### src/rtl/d2s_channel_src.sv
// d2s_channel_src
// Deterministic-to-stochastic channel source for an equality node. Turns a
// W-bit channel probability into the stochastic bit stream c, drives the
// edge-memory address EM_SEL, and walks the node through an edge-memory fill
// phase (INIT high) followed by a fixed-length decoding phase.
// Every output is registered from the state of the previous cycle, so the
// outputs trail the internal state by exactly one clock.

module d2s_channel_src #(
   parameter int              W        = 8,
   parameter int              EM_AW    = 3,
   parameter int              INIT_CYC = 8,
   parameter int              DEC_CYC  = 1024,
   parameter logic [W-1:0]    SEED_C   = 8'hA5,
   parameter logic [15:0]     SEED_A   = 16'hACE1
) (
   input  logic             CLK_D2S,
   input  logic             RST,
   input  logic             START,
   input  logic [W-1:0]     P,
   output logic             c,
   output logic             INIT,
   output logic [EM_AW-1:0] EM_SEL,
   output logic             BUSY,
   output logic             DONE,
   output logic [15:0]      CYC
);

   // Maximal-length Fibonacci tap masks (bit n-1 set for tap n).
   function automatic logic [31:0] tap_table(input int w);
      logic [31:0] m;
      case (w)
         3:       m = 32'h0000_0006;
         4:       m = 32'h0000_000C;
         5:       m = 32'h0000_0014;
         6:       m = 32'h0000_0030;
         7:       m = 32'h0000_0060;
         8:       m = 32'h0000_00B8;
         9:       m = 32'h0000_0110;
         10:      m = 32'h0000_0240;
         11:      m = 32'h0000_0500;
         12:      m = 32'h0000_0829;
         13:      m = 32'h0000_100D;
         14:      m = 32'h0000_2015;
         15:      m = 32'h0000_6000;
         16:      m = 32'h0000_D008;
         default: m = (32'h0000_0001 << (w - 1)) | (32'h0000_0001 << (w - 2));
      endcase
      return m;
   endfunction

   localparam logic [31:0] TAP_C_FULL = tap_table(W);
   localparam logic [W-1:0] TAP_C     = TAP_C_FULL[W-1:0];
   // Taps 16,14,13,11 for the address generator.
   localparam logic [15:0] TAP_A      = 16'hB400;
   localparam logic [15:0] FILL_LAST  = 16'(INIT_CYC - 1);
   localparam logic [15:0] RUN_LAST   = 16'(DEC_CYC - 1);

   // Parity of the tapped bits is the LFSR feedback.
   function automatic logic parity_c(input logic [W-1:0] v);
      return ^(v & TAP_C);
   endfunction

   function automatic logic parity_a(input logic [15:0] v);
      return ^(v & TAP_A);
   endfunction

   function automatic logic [W-1:0] step_c(input logic [W-1:0] v);
      return {v[W-2:0], parity_c(v)};
   endfunction

   function automatic logic [15:0] step_a(input logic [15:0] v);
      return {v[14:0], parity_a(v)};
   endfunction

   // Phase counter increment that sticks at all-ones instead of wrapping.
   function automatic logic [15:0] sat_inc(input logic [15:0] v);
      return (v == 16'hFFFF) ? v : (v + 16'd1);
   endfunction

   typedef enum logic [2:0] {
      ST_IDLE = 3'd0,
      ST_LOAD = 3'd1,
      ST_FILL = 3'd2,
      ST_RUN  = 3'd3,
      ST_DONE = 3'd4
   } state_t;

   state_t         state_r;
   state_t         state_nxt_s;
   logic [15:0]    cyc_r;
   logic [15:0]    cyc_nxt_s;
   logic [W-1:0]   p_reg_r;
   logic           load_p_s;
   logic [W-1:0]   lfsr_c_r;
   logic [W-1:0]   lfsr_c_nxt_s;
   logic [15:0]    lfsr_a_r;
   logic [15:0]    lfsr_a_nxt_s;
   logic           active_s;
   logic           busy_s;

   assign active_s = (state_r == ST_FILL) || (state_r == ST_RUN);
   assign busy_s   = (state_r == ST_LOAD) || active_s;

   // Next-state, phase counter and LFSR update decisions
   always_comb begin
      state_nxt_s  = state_r;
      cyc_nxt_s    = cyc_r;
      lfsr_c_nxt_s = lfsr_c_r;
      lfsr_a_nxt_s = lfsr_a_r;
      load_p_s     = 1'b0;
      case (state_r)
         ST_IDLE: begin
            if (START) begin
               state_nxt_s = ST_LOAD;
               load_p_s    = 1'b1;
            end else begin
               state_nxt_s = ST_IDLE;
            end
         end
         ST_LOAD: begin
            state_nxt_s  = ST_FILL;
            cyc_nxt_s    = 16'd0;
            lfsr_c_nxt_s = SEED_C;
            lfsr_a_nxt_s = SEED_A;
         end
         ST_FILL: begin
            lfsr_c_nxt_s = step_c(lfsr_c_r);
            lfsr_a_nxt_s = step_a(lfsr_a_r);
            if (cyc_r == FILL_LAST) begin
               state_nxt_s = ST_RUN;
               cyc_nxt_s   = 16'd0;
            end else begin
               cyc_nxt_s   = sat_inc(cyc_r);
            end
         end
         ST_RUN: begin
            lfsr_c_nxt_s = step_c(lfsr_c_r);
            lfsr_a_nxt_s = step_a(lfsr_a_r);
            if (cyc_r == RUN_LAST) begin
               state_nxt_s = ST_DONE;
               cyc_nxt_s   = 16'd0;
            end else begin
               cyc_nxt_s   = sat_inc(cyc_r);
            end
         end
         ST_DONE: begin
            state_nxt_s = ST_IDLE;
            cyc_nxt_s   = 16'd0;
         end
         default: begin
            state_nxt_s  = ST_IDLE;
            cyc_nxt_s    = 16'd0;
            lfsr_c_nxt_s = SEED_C;
            lfsr_a_nxt_s = SEED_A;
         end
      endcase
   end

   // State, counter, LFSR and latched-probability registers
   always_ff @(posedge CLK_D2S) begin
      if (RST) begin
         state_r  <= ST_IDLE;
         cyc_r    <= 16'd0;
         lfsr_c_r <= SEED_C;
         lfsr_a_r <= SEED_A;
         p_reg_r  <= {W{1'b0}};
      end else begin
         state_r  <= state_nxt_s;
         cyc_r    <= cyc_nxt_s;
         lfsr_c_r <= lfsr_c_nxt_s;
         lfsr_a_r <= lfsr_a_nxt_s;
         if (load_p_s) begin
            p_reg_r <= P;
         end else begin
            p_reg_r <= p_reg_r;
         end
      end
   end

   // Register all node-facing outputs from the current state
   always_ff @(posedge CLK_D2S) begin
      if (RST) begin
         c      <= 1'b0;
         INIT   <= 1'b0;
         EM_SEL <= {EM_AW{1'b0}};
         BUSY   <= 1'b0;
         DONE   <= 1'b0;
         CYC    <= 16'd0;
      end else begin
         // The LFSR never holds zero, so P=0 gives all zeros and P=all-ones gives all ones.
         c      <= active_s && (lfsr_c_r <= p_reg_r);
         INIT   <= (state_r == ST_FILL);
         EM_SEL <= active_s ? lfsr_a_r[EM_AW-1:0] : {EM_AW{1'b0}};
         BUSY   <= busy_s;
         DONE   <= (state_r == ST_DONE);
         CYC    <= cyc_r;
      end
   end

endmodule
### config.mk
export PLATFORM = sky130hd
export DESIGN_NAME = d2s_channel_src
export DESIGN_NICKNAME = d
export VERILOG_FILES = /design/src/rtl/d2s_channel_src.sv
export SDC_FILE = /design/constraint.sdc
export NUM_CORES = 1
export LEC_CHECK = 0
export CAP_MARGIN = 20
export CORE_MARGIN = 2
export CORE_UTILIZATION = 45
export CTS_BUF_LIST = sky130_fd_sc_hd__clkbuf_8
export DETAILED_ROUTE_END_ITERATION = 7
export PLACE_DENSITY = 0.71
export SYNTH_ARGS = -nofsm -noshare
export SYNTH_HDL_FRONTEND = slang
export SYNTH_SLANG_ARGS = --single-unit
### constraint.sdc
create_clock -name CLK_D2S -period 3.9 [get_ports CLK_D2S]
set_clock_uncertainty 0.15 [all_clocks]
set_input_delay 0.39 -clock CLK_D2S [delete_from_list [all_inputs] [get_ports CLK_D2S]]
set_output_delay 0.39 -clock CLK_D2S [all_outputs]
set_load 0.05 [all_outputs]
==> impl_metrics.tcl <==
set metrics [dict create \
    status "completed" \
    critPathCaptureType "register" \
    tightest_slew_ns 0.7765 \
    ys.flop_type "dfxtp_1" \
    synth-edff-count 0 \
    setup_slack_ns 1.371 \
    grt_start_max_net_pins 33 \
    worstHoldEndpoint "lfsr_a_r[1]$_SDFFE_PP0N_" \
    synth-simple-area-share_pct 23.14 \
    antenna_found_initial 0 \
    finalCritPeriodShare_pct 64.84 \
    ys_seq_elements 74 \
    clockBufferDepth 2 \
    relSlewSlack_pct 47.76 \
    critPathLaunchType "primary input" \
    initial_core_util_pct 46.25 \
    clock_latency_ns 0.35 \
    wl_mm 5.913 \
    synth_area_leaders "dfxtp_1, a21oi_1, nand2_1" \
    synthXorXnorAreaFrac_pct 1.799 \
    dieWidth_um 84.56 \
    ios 34 \
    p_leak_uw 0.001309 \
    cts_max_level 3 \
    dieArea_um2 7150 \
    ys_types 40 \
    fin_crit_ns 2.529 \
    wl_per_cell_um 13.72 \
    hold_class "register to register" \
    nNetsFinal 370 \
    worst-r2r-setup-slack_ns 1.42 \
    antenna_left 0 \
    area_growth_pct 19.24 \
    setup-tns-final_ns 0 \
    rsz0062_at_grt "no" \
    root_buffer "clkbuf_8" \
    drc 0 \
    grt_usage_pct 17.42 \
    use_met2_pct 28.06 \
    yosysWarnings 0 \
    grt_pass1_vias 2169 \
    avgSynthCellArea_um2 9.098 \
    hpwlAfterDp_mm 4.054 \
    cp_max_fo 15 \
    overflow 0 \
    tritoncts "done" \
    grt-busiest-layer "met2" \
    path_class "primary input to register" \
    ctsHoldBuffers 0 \
    drtPass1Iterations 7 \
    muxShareOfSynthArea_pct 0.3428 \
    drv_cap 0 \
    r2r_cells 4 \
    worstHoldStart "lfsr_a_r[1]$_SDFFE_PP0N_" \
    synth_compound_area_share_pct 16.11 \
    core_um2 6314 \
    setup_viol 0 \
    synth_area_um2 2920 \
    synth_top_cell_area_share_pct 50.73 \
    antenna_cells 0 \
    vdd_drop_max_uv 272.7 \
    post_cts_buffers 0 \
    syn_nets 341 \
    synth_seq_area_share_pct 50.73 \
    r2r_start "state_r[1]$_SDFFE_PP0P_" \
    vias 2343 \
    cts_sinks 74 \
    drive_above_1_share_pct 6.215 \
    drt_first_iter_violations 95 \
    max_clock_freq_ghz 0.3955 \
    num_rows 29 \
    synth_top_family_by_area "simple AND/OR/NAND/NOR gates" \
    gr-usage-met3_pct 4.130 \
    synthAdderAreaFrac_pct 3.856 \
    place_ws_ns 1.026 \
    synthArstFlopShare_pct 0 \
    cts_resized 0 \
    gp_congestion 0.8089 \
    hold_viol_final 0 \
    numCtsBuffers 9 \
    cellPowerDensity_nw_per_um2 442.6 \
    port_buffers 33 \
    report.final.slew_viol_count 0 \
    post-synth-top-area-cell "dfxtp_1" \
    clk_pin_slew_ns 0.07 \
    via_per_inst 5.436 \
    rr_endpoint "cyc_r[2]$_SDFFE_PP0N_" \
    grt_pass1_wl_mm 9.839 \
    hold_path_depth 1 \
    cp.required_ns 4.04 \
    netlist_instances 321 \
    crit_arrival_ns 2.67 \
    die_h_um 84.56 \
    gr-usage-met1_pct 22.03 \
]
[critical path, stage by stage]
cell and delay (ns):
clkdlybuf4s50_1 0.42, nor2_1 0.34, nand2_1 0.41, or3_1 0.63
or3_1 0.39, nand3_1 0.08
[cells by family (layout without fill, tap and decap cells)]
kind of cell,Yosys count,after routing
fa+ha+maj,9,9
compound gates,73,73
mux,1,1
xor+xnor,6,6
simple gates,129,129
flops,74,74
buf+inv,29,62
[sequential cells by signal, summed over array words and instances, names as in the netlist]
register	flops
state_r	3
lfsr_a_r	16
cyc_r	16
INIT	1
c	1
lfsr_c_r	8
BUSY	1
DONE	1
CYC	16
p_reg_r	8
EM_SEL	3
[layout make-up]
class,count,area [µm²]
multi-input cells,218,1321
fillers,584,2831
well taps,77,96.34
repair buffers,37,360.3
inverters,10,37.54
clock inverters,5,47.55
flip-flops and latches,74,1481
clock buffers,10,137.6
[where the power goes]
part	leakage, µW	switching [µW]	total [µW]	internal (µW)
combinational	0.000603	89.5	159	69.9
clock	0.000105	266	568	303
sequential	0.000601	27.1	814	786
[through the flow]
step | cells | total power (µW) | util (%) | instance area (µm²) | hold slack, ns
4_1_cts | 431 | 1550 | 55.15 | 3482 | 0.3027
2_1_floorplan | 321 | 940.9 | - | 2920 | 0.2676
6_report | 431 | 1541 | 55.15 | 3482 | 0.2982
5_1_grt | 431 | 1605 | 55.15 | 3482 | 0.3225
3_5_place_dp | 416 | 990.5 | 52.22 | 3297 | 0.2853
3_3_place_gp | 415 | 984.2 | 52.10 | 3289 | 0.2797
[cell usage after synthesis (3+ instances only)]
library cell,count
nand2_1,32
nand2b_1,3
ha_1,9
nor4_1,7
buf_2,7
o21ai_0,5
and3_1,4
dfxtp_1,74
o21ai_1,6
o22a_1,10
a31oi_1,8
nor2_1,19
nor2b_1,16
a22o_1,5
nor3_1,7
a21o_1,6
a21oi_1,26
clkbuf_1,11
nand3_1,13
or3_1,10
inv_1,10
nor3b_1,4
xor2_1,4
nand4_1,6
[how the worst max path moves through the flow]
stage                          startpoint  slack [ns]               endpoint  cells after the start
global route                          RST        1.23  cyc_r[9]$_SDFFE_PP0N_                      6
global placement                      RST        1.13  cyc_r[2]$_SDFFE_PP0N_                      6
floorplan           cyc_r[0]$_SDFFE_PP0N_        1.75  cyc_r[4]$_SDFFE_PP0N_                      9
finish                                RST        1.37  cyc_r[2]$_SDFFE_PP0N_                      6
detailed placement                    RST        1.03  cyc_r[2]$_SDFFE_PP0N_                      6
CTS                                   RST        1.38  cyc_r[2]$_SDFFE_PP0N_                      6
[cell usage in the layout (no fill, tap or decap), types with 2 or more instances in the layout]
| cell type | count |
|---|---|
| a31oi_1 | 8 |
| o22a_1 | 10 |
| nor4_1 | 7 |
| nor2_1 | 19 |
| inv_1 | 12 |
| nand2b_1 | 3 |
| nor3_1 | 7 |
| clkbuf_8 | 10 |
| dfxtp_1 | 74 |
| buf_4 | 4 |
| ha_1 | 9 |
| a22o_1 | 5 |
| xnor2_1 | 2 |
| nand3_1 | 13 |
| xor2_1 | 4 |
| nand2_1 | 32 |
| nand4_1 | 6 |
| o21ai_1 | 6 |
| and3_1 | 4 |
| nand4_2 | 2 |
| clkinv_2 | 2 |
| a21oi_1 | 26 |
| a21o_1 | 6 |
| nor3b_1 | 4 |
| nor2b_1 | 16 |
| or2_2 | 2 |
| or3_1 | 10 |
| clkdlybuf4s50_1 | 33 |
| o21ai_0 | 5 |
[layer usage]
metal | routed length [µm] | part of all wire [%]
met2 | 2752 | 47
met4 | 103 | 1.7
met1 | 2858 | 48
met3 | 198 | 3.3
met5 | 0 | 0
(Power assumes the default switching activity.)
==> edit, RTL diff (same settings) <==
Change the parameter `EM_AW` from 3 to 2.
--- a/src/rtl/d2s_channel_src.sv
+++ b/src/rtl/d2s_channel_src.sv
@@ -9,5 +9,5 @@
 module d2s_channel_src #(
    parameter int              W        = 8,
-   parameter int              EM_AW    = 3,
+   parameter int              EM_AW    = 2,
    parameter int              INIT_CYC = 8,
    parameter int              DEC_CYC  = 1024,
Ports: changed (resized EM_SEL); port bits go from 34 to 33. The function was not compared with the original's and may differ.
==> edit against the unedited design <==
- the run now ends with design-rule violations left
- total power is 13% higher
- register-to-register slack got worse by 0.16 ns
- synthesized area increased by 3.1%
- non-clock buffer count fell by 1
- sequential cell count fell by 1
- cell area grew 3.4%
- maximum frequency down 4.1%
- setup slack got worse by 0.11 ns
- routed wire length rose by 5.5%
- combinational power rose by 28%
- critical endpoint is now cyc_r[4]$_SDFFE_PP0N_
==> edit: results (changes against the unedited design) <==
[outcome]
status=complete, but fails checks  ; was completed
violations=design-rule violations

[synthesis]
synth_area_leaders=dfxtp_1 (49%), nand2_1 (4.1%), a21oi_1 (3.8%)  ; was dfxtp_1 (51%), a21oi_1 (4.5%), nand2_1 (4.1%)
synth_fp_nets=348  ; was 341
ys_seq_area_frac=0.485  ; was 0.507
synthArstFlopShare=0  ; unchanged
yosys-top-cells-count=dfxtp_1 (73), nand2_1 (33), a21oi_1 (23)  ; was dfxtp_1 (74), nand2_1 (32), a21oi_1 (26)
synthCells=328  ; was 321
synth.distinct_cells=50  ; was 40
synth_top_area_frac=0.485  ; was 0.507

[critical_path]
crit_path_max_fanout=18  ; was 15
cp.arrival_ns=2.78  ; was 2.67 ns

[detailed_routing]
wire_per_inst_um=14.3  ; was 13.7 um
wl_met2_um=2710  ; was 2750 um
wl_met3_um=285  ; was 198 um
drc=5  ; was 0
ant_nets=0  ; unchanged
routed-via-count=2416  ; was 2343
met1_length_um=3100  ; was 2860 um
routed.top_layer=met4  ; unchanged
drtIter0Drc=164  ; was 95

[clock_network]
clockRootBuffer=clkbuf_8  ; unchanged
cts_resized=0  ; unchanged
worstSkewPairLatency_ns=0.35  ; about the same
cts.clk_slew.worst_paths_ns=0.08
htreeDepth=3  ; unchanged

[power_and_ir_drop]
p_leak_nw=1.33  ; was 1.31 nW
switchingPower_w=0.000427  ; was 0.000382 W
peakVddDrop_mv=0.221  ; was 0.273 mV

[final_layout]
drive_gt1_frac=0.0726  ; was 0.0621
fin_cells=435  ; was 431
antenna_cells=0  ; unchanged
fin_nets=374  ; was 370

[timing]
worst_pin_slew_ns=1.05  ; was 0.776 ns

[global_route]
antenna_found_initial=0  ; unchanged
grt_pass1_vias=2262  ; was 2169
use_met1=0.252  ; was 0.220
grt_first_pass_wirelength_um=10600  ; was 9840 um
met2_usage=0.265  ; was 0.281
use_met3=0.0385  ; was 0.0413
grt_usage=0.182  ; was 0.174
grt_max_degree=35  ; was 33

[placement]
gp_congestion=0.814  ; was 0.809
dpl_cell_area_mm2=0.00336  ; was 0.00330 mm^2
pre_cts_ws_ns=1.14  ; was 1.03 ns
dp_cells=420  ; was 416
io_buffers=32  ; was 33
hpwl_um=4140  ; was 4050 um

[edit: path summary, 6_finish.rpt]
path	startpoint	end	slack [ns]	cells after the start
max	cyc_r[0]$_SDFFE_PP0N_	cyc_r[4]$_SDFFE_PP0N_	1.26	7
max reg2reg	cyc_r[0]$_SDFFE_PP0N_	cyc_r[4]$_SDFFE_PP0N_	1.26	7
min reg2reg	lfsr_a_r[1]$_SDFFE_PP0N_	lfsr_a_r[1]$_SDFFE_PP0N_	0.30	1
min	lfsr_a_r[1]$_SDFFE_PP0N_	lfsr_a_r[1]$_SDFFE_PP0N_	0.30	1
[edit: final cells by class]
class                   instances  area [um^2]
repair buffers                 36          350
clock buffers                  10          138
fillers                       563         2820
clock inverters                 5          104
multi-input cells             222         1410
flip-flops and latches         73         1460
inverters                      12         45.0
well taps                      77         96.3
[edit: logic make-up (layout without fill, tap and decap cells)]
kind of cell	count (synthesis)	in the layout	share of synthesized area
buffers and inverters	33	63	0.0490
AOI/OAI and AO/OA	73	73	0.166
and+or+nand+nor	133	133	0.241
muxes	1	1	0.00333
xor gates and xnor gates	6	6	0.0175
adders and majority gates	9	9	0.0374
DFF	73	73	0.485
[edit: worst max-delay path: stages (launching register included)]
cell	delay [ns]
dfxtp_1	0.36
ha_1	0.35
nor4b_1	0.20
and4b_1	0.23
a21oi_2	0.51
buf_4	0.33
or3b_1	0.36
nand3_1	0.09
[edit: power groups by stage]
stage                     logic, W  clock network (W)  registers (W)
after floorplan           0.000136                  0       0.000850
after global placement    0.000198                  0       0.000842
after detailed placement  0.000202                  0       0.000843
after CTS                 0.000204           0.000729       0.000826
after global routing      0.000227           0.000763       0.000834
final                     0.000203           0.000712       0.000827
